`config.mk`:
```
export PLATFORM = sky130hd
export DESIGN_NAME = apb2axi_rd_cpl_collector
export DESIGN_NICKNAME = d
export VERILOG_FILES = /design/src/rtl/apb2axi_rd_cpl_collector.sv
export SDC_FILE = /design/constraint.sdc
export NUM_CORES = 1
export LEC_CHECK = 0
export CORE_ASPECT_RATIO = 0.7
export CORE_MARGIN = 2
export CORE_UTILIZATION = 55
export CTS_BUF_LIST = sky130_fd_sc_hd__clkbuf_4
export DETAILED_ROUTE_END_ITERATION = 8
export PLACE_DENSITY = 0.8
export SLEW_MARGIN = 20
export SYNTH_ARGS = -nofsm -noshare
export SYNTH_HDL_FRONTEND = slang
export SYNTH_SLANG_ARGS = --single-unit
```
`constraint.sdc`:
```
create_clock -name pclk -period 12.5 [get_ports pclk]
set_input_delay 3.75 -clock pclk [delete_from_list [all_inputs] [get_ports pclk]]
set_output_delay 3.75 -clock pclk [all_outputs]
set_load 0.02 [all_outputs]
```
`src/rtl/apb2axi_rd_cpl_collector.sv`:
```
// AXI R-channel completion collector: per-tag beat counting and response merging,
// with an in-order completion FIFO that drains to the directory.

package apb2axi_rd_cpl_pkg;
   localparam int CPL_TAG_W = 4;
   localparam int CPL_NB_W  = 9;

   typedef struct packed {
      logic [CPL_TAG_W-1:0] tag;
      logic [1:0]           resp;
      logic [CPL_NB_W-1:0]  num_beats;
      logic                 error;
   } completion_entry_t;
endpackage

module apb2axi_rd_cpl_collector
   import apb2axi_rd_cpl_pkg::*;
#(
   parameter int TAG_W     = CPL_TAG_W,
   parameter int DATA_W    = 64,
   parameter int NB_W      = CPL_NB_W,
   parameter int CPL_DEPTH = 4
) (
   input  logic              pclk,
   input  logic              preset,
   input  logic              rvalid,
   output logic              rready,
   input  logic [TAG_W-1:0]  rid,
   input  logic [DATA_W-1:0] rdata,
   input  logic [1:0]        rresp,
   input  logic              rlast,
   output logic              data_wr_vld,
   output logic [TAG_W-1:0]  data_wr_tag,
   output logic [NB_W-1:0]   data_wr_idx,
   output logic [DATA_W-1:0] data_wr_data,
   output logic              cq_dir_cpl_vld,
   output completion_entry_t cq_dir_cpl_entry,
   input  logic              cq_dir_cpl_rdy
);

   localparam int NTAG = 1 << TAG_W;
   localparam int PW   = $clog2(CPL_DEPTH);
   localparam int CW   = PW + 1;
   localparam logic [NB_W-1:0] CNT_MAX = '1;
   localparam logic [CW-1:0]   DEPTH_C = CW'(CPL_DEPTH);

   logic [NTAG-1:0][NB_W-1:0] w_cnt_arr;
   logic [NTAG-1:0][1:0]      w_wresp_arr;
   logic [NTAG-1:0]           w_ovf_arr;

   logic                      w_hs;
   logic [NB_W-1:0]           w_cnt_cur;
   logic [1:0]                w_wresp_cur;
   logic                      w_ovf_cur;
   logic [1:0]                w_merge;
   logic                      w_cnt_sat;
   logic                      w_push;
   logic                      w_pop;
   completion_entry_t         w_push_entry;

   completion_entry_t         r_mem [CPL_DEPTH];
   logic [PW-1:0]             r_wr_ptr;
   logic [PW-1:0]             r_rd_ptr;
   logic [CW-1:0]             r_count;

   // Ready depends only on the registered FIFO count, never on cq_dir_cpl_rdy.
   assign rready = !preset && (r_count < DEPTH_C);
   assign w_hs   = rvalid && rready;

   assign w_cnt_cur   = w_cnt_arr[rid];
   assign w_wresp_cur = w_wresp_arr[rid];
   assign w_ovf_cur   = w_ovf_arr[rid];
   assign w_merge     = (rresp > w_wresp_cur) ? rresp : w_wresp_cur;
   assign w_cnt_sat   = (w_cnt_cur == CNT_MAX);

   assign data_wr_vld  = w_hs;
   assign data_wr_tag  = w_hs ? rid       : '0;
   assign data_wr_idx  = w_hs ? w_cnt_cur : '0;
   assign data_wr_data = w_hs ? rdata     : '0;

   generate
      for (genvar gi = 0; gi < NTAG; gi++) begin : g_tag
         logic [NB_W-1:0] r_cnt;
         logic [1:0]      r_wresp;
         logic            r_ovf;
         logic            w_sel;

         assign w_sel          = w_hs && (rid == TAG_W'(gi));
         assign w_cnt_arr[gi]   = r_cnt;
         assign w_wresp_arr[gi] = r_wresp;
         assign w_ovf_arr[gi]   = r_ovf;

         always_ff @(posedge pclk or posedge preset) begin
            if (preset) begin
               r_cnt   <= '0;
               r_wresp <= 2'b00;
               r_ovf   <= 1'b0;
            end else if (w_sel) begin
               if (rlast) begin
                  r_cnt   <= '0;
                  r_wresp <= 2'b00;
                  r_ovf   <= 1'b0;
               end else begin
                  r_wresp <= w_merge;
                  if (w_cnt_sat)
                     r_ovf <= 1'b1;
                  else
                     r_cnt <= w_cnt_cur + 1'b1;
               end
            end
         end
      end
   endgenerate

   // A last beat arriving at a saturated count overflows the beat total as well.
   always_comb begin
      w_push_entry           = '0;
      w_push_entry.tag       = rid;
      w_push_entry.resp      = w_merge;
      w_push_entry.num_beats = w_cnt_sat ? CNT_MAX : (w_cnt_cur + 1'b1);
      w_push_entry.error     = w_merge[1] | w_ovf_cur | w_cnt_sat;
   end

   assign w_push = w_hs && rlast;
   assign w_pop  = cq_dir_cpl_vld && cq_dir_cpl_rdy;

   always_ff @(posedge pclk) begin
      if (w_push)
         r_mem[r_wr_ptr] <= w_push_entry;
   end

   always_ff @(posedge pclk or posedge preset) begin
      if (preset) begin
         r_wr_ptr <= '0;
         r_rd_ptr <= '0;
         r_count  <= '0;
      end else begin
         if (w_push)
            r_wr_ptr <= r_wr_ptr + 1'b1;
         if (w_pop)
            r_rd_ptr <= r_rd_ptr + 1'b1;
         case ({w_push, w_pop})
            2'b10:   r_count <= r_count + 1'b1;
            2'b01:   r_count <= r_count - 1'b1;
            default: r_count <= r_count;
         endcase
      end
   end

   assign cq_dir_cpl_vld   = (r_count != '0);
   assign cq_dir_cpl_entry = cq_dir_cpl_vld ? r_mem[r_rd_ptr] : '0;

endmodule

```
# Word-level counts from Yosys, hierarchy flattened
# Memory sizes are Yosys's and may differ from the RTL's.
# Index checks and enable logic that the tools add are counted.
# word_totals
reg_bits,199
mem_bits_rw,64
output_inout_bits,96
word_cells,158
memories,1
# op_classes
addsub,5
magnitude_cmp,3
eq_ne,19
n_mux,20
n_bitwise,2
n_reduce_logical,57
# mem_list
memory,depth,width,read_ports,rd_clocked_by_memory_dff,wr,line_no,rtl
r_mem,4,16,1,0,1,61,completion_entry_t r_mem [CPL_DEPTH];
# ops
cell,n
$mux 64,1
$reduce_and 2->1,32
$mux 9,5
$bmux 9 s4,1
$eq 4x4->1 const B,8
$logic_and 1x1->1,20
$eq 4x3->1 const B,4
$mux 16,1
$add 9x1->9 const B,1
$eq 9x9->1 const B,1
$bmux 2 s4,1
$eq 4x2->1 const B,2
$mux 2,3
$pmux 3 s2,1
$lt 4x5->1 const B,1
$mux 1,5
$add 2x1->2 const B,2
$bmux 1 s4,1
$eq 4x1->1 const B,1
$logic_not 4->1,1
$mux 4,1
$reduce_bool 2->1,2
$add 3x1->3 const B,1
$lt 3x3->1 const B,1
8 further kinds,9

# Logic depth before layout (Yosys ltp)
# logic_depth
ltp_word,6
mapped_depth,16
mapped_depth_nobuf,13

# Least setup slack after synthesis
# OpenSTA, ideal clock, no wires.
# synth_timing
kind,input port to output port
start,in rid[1]
end,out data_wr_idx[8]
arrival_ns,5.762
t_required_ns,8.750
slack_ns,2.988
stages,9
path_buffers,5
path_cell_list,buf_4 buf_2 buf_4 buf_2 buf_1 mux4_1 mux4_2 inv_1 nor2_1
# synth_via
elab_chain_len,3
# synth_rtl
item,line_no,rtl
from (decl),28,"input logic [TAG_W-1:0] rid,"
$bmux 9 s4,70,assign w_cnt_cur = w_cnt_arr[rid];
$mux 9 (implied by the code),70,
$mux 9,78,assign data_wr_idx = w_hs ? w_cnt_cur : '0;
to (decl),34,"output logic [NB_W-1:0] data_wr_idx,"
# Every way passes these cells. The select of a mux whose other input is x is not followed.

# Final worst setup path
# layout_timing
start,in preset
end,out data_wr_idx[6]
# layout_via
elab_chain_len,4
# layout_rtl
item,line_no,rtl
from (decl),25,"input logic preset,"
$logic_not 1->1 (no source line),-,
$logic_and 1x1->1,67,assign rready = !preset && (r_count < DEPTH_C);
$logic_and 1x1->1,68,assign w_hs = rvalid && rready;
$mux 9,78,
# Every way passes these cells.

==> impl_metrics.yaml <==
run_status:
  status: "finished, final reports clean"
worst_setup_path:
  crit_start: "preset"
  cp.required_ps: 8750
  arrival_ps: 6550
  crit_top_cell: "clkdlybuf4s50_1"
  critPathCaptureType: "primary output"
  cpPeakStageDelay_ps: 620
  r2r_setup_slack_ps: 8380
  crit_buf_inv: 4
  critPathMaxFanout: 70
  path_cells: "clkdlybuf4s50_1, nor2_4, buf_4, nand2_1, inv_1, and2_1, clkdlybuf4s50_1"
  startpoint_type: "primary input"
  path_class: "primary input to primary output"
  crit_family: "buffers and inverters"
  slowest_stage: "clkdlybuf4s50_1"
  r2r-start: "g_tag[10].r_cnt[0]"
final_layout:
  utilization: 0.679
  diodes: 0
  multi_input_area_um2: 5020
  nets: 1208
  areaGrowthSynthToFinish_pct: 20.1
  finalInstanceArea_um2: 14800
  drive_gt1_frac: 0.178
  seq_area_um2: 6900
  fill_cells: 1576
placement:
  pre_cts_ws_ps: 2240
  place_area_um2: 14100
  gp_congestion: 0.874
  numPortBuffers: 170
  dp_hpwl_mm: 20.7
synth:
  ys_ff_latch: 263
  ys_warn_count: 0
  synthTopCellsByCount: "199 x dfrtp_1, 111 x nand2_1, 81 x o21ai_0"
  yosys.area.top_type: "dfrtp_1"
  synthArstFlopShare: 0.757
  synth-edff-count: 64
  syn_inst: 955
  netlist_area_um2: 12400
  synthFlopType: "dfrtp_1"
  synth_most_common_cell: "dfrtp_1"
  ys_types: 40
  synth_top_area_share: 0.403
  seq_area_frac_synth: 0.559
  synth_area_leaders: "dfrtp_1 40%, edfxtp_1 16%, mux4_2 8.0%"
  avgSynthCellArea_um2: 12.9
  synth_nets: 1043
timing:
  worst_slack_ps: 2200
  max_slew_margin: 0.341
  clock.fmax_ghz: 0.0971
  setup_viol: 0
  hold-worst-slack_ps: 476
  rsz0062_at_grt: "false"
  fin_setup_tns_ps: 0
  finalClockSkew_ps: 30.1
  tightest_slew_ps: 986
  drv_slew: 0
  hold_viol_final: 0
  post-route-period-util: 0.824
  min_period_ps: 10300
route:
  top_layer: "met4"
  wl_per_cell_um: 21.0
  drc_errors: 0
  drt-total-wl_mm: 30.3
  wl_met1_mm: 13.7
  viasPerCell: 5.95
  met2WireLength_mm: 13.6
  first_pass_iters: 5
  dr_total_vias: 8590
  drt_iter0_drc: 1012
  dr_wl_met3_mm: 2.60
  ant_nets: 0
worst_hold_path:
  min_from: "g_tag[11].r_cnt[1]"
  hold_path.class: "flip-flop to flip-flop"
power_and_ir_drop:
  p_per_area_nw_per_um2: 146
  power.share.sequential: 0.461
  p_comb_frac: 0.234
  p_switching_mw: 0.626
  switching_share: 0.289
  p_int_mw: 1.54
  pwr-share-clk: 0.305
  power_leakage_nw: 6.61
  peakVddDrop_v: 0.0000926
global_routing:
  grt-ovfl-total: 0
  first_global_vias: 8160
  grt_use_total: 0.259
  grt_max_degree: 140
  antenna_found_initial: 1
  grt_pass1_wl_mm: 47.1
clock_tree:
  cts_tree: "done"
  root_buffer: "clkbuf_4"
  cts.path.max_buffers: 3
  postCtsSetupRepairBufs: 0
  cts_buffers: 60
  worstSkewPairLatency_ps: 660
  clk_pin_slew_worst_paths_ps: 60
  cts_resized: 0
  cts.sinks: 263
  hold_buffers: 0
  cts_max_level: 2
die:
  pin_count: 171
  die_area_um2: 23700
  core_um2: 21800
  std_cell_rows: 45
  initial_utilization: 0.565
  die_h_um: 129
  die_w_um: 183
job:
  maxCapViolCount: 0
## tightest hold or removal path, stage by stage (launching register included)
cell and delay (ps):
dfrtp_1 340, nand2_1 50, o21ai_0 60
## power groups by stage
stage               logic (mW)  registers [mW]  clock network [mW]
floorplan                0.345           0.976                   0
global placement         0.494            1.01                   0
detailed placement       0.510            1.02                   0
CTS                      0.511            1.00               0.669
global route             0.546            1.01               0.718
finish                   0.507           0.999               0.661
## cell usage in the layout (no fill, tap or decap), drive strengths merged, types with 15 or more instances in the layout
master,synthesis,layout
a21oi,37,37
a22o,48,48
and2,21,21
and3,72,72
clkbuf,53,87
clkdlybuf4s50,0,168
clkinv,0,15
dfrtp,199,199
edfxtp,64,64
inv,15,15
mux2,50,50
mux4,69,69
nand2,111,111
nor2,37,37
o21ai,82,82
## layer usage
metal / up-vias / track usage
met3: 31 / 0.0635
met4: 0 / 0.0565
met2: 349 / 0.373
met5: - / 0
li1: 3880 / -
met1: 4330 / 0.403
## stage by stage
step	std cells	power, mW
floorplan	955	1.32
global placement	1340	1.51
global route	1443	2.27
finish	1443	2.17
detailed placement	1340	1.53
CTS	1443	2.18
## registers in the layout (all words and copies together) (netlist names)
signal / count
g_tag.r_cnt: 144
g_tag.r_ovf: 16
g_tag.r_wresp: 32
r_count: 3
r_mem: 64
r_rd_ptr: 2
r_wr_ptr: 2
## cell type report
cell class / count / share of cell area
clock buffer: 87 / 0.0440
clock inverter: 16 / 0.00582
inverter: 15 / 0.00430
multi-input combinational: 602 / 0.339
sequential: 263 / 0.465
tap: 282 / 0.0238
timing repair buffer: 178 / 0.118
## cell families after synthesis
group,count (synthesis),share of synthesized area
and+or+nand+nor,276,0.111
adders and majority gates,13,0.0138
DFF,263,0.559
muxes,120,0.180
AOI/OAI and AO/OA,181,0.0910
buffers and inverters,90,0.0354
xor gates and xnor gates,12,0.0106
## final timing paths
check	end	cells after the start
min in group asynchronous	r_count[2]	2
max in group asynchronous	g_tag[8].r_cnt[1]	3
setup reg to reg	g_tag[12].r_cnt[5]	13
hold / removal	g_tag[11].r_cnt[1]	2
setup / recovery	data_wr_idx[6]	7
hold reg to reg	g_tag[11].r_cnt[1]	2
No activity file was read; power rests on OpenSTA's default activity.
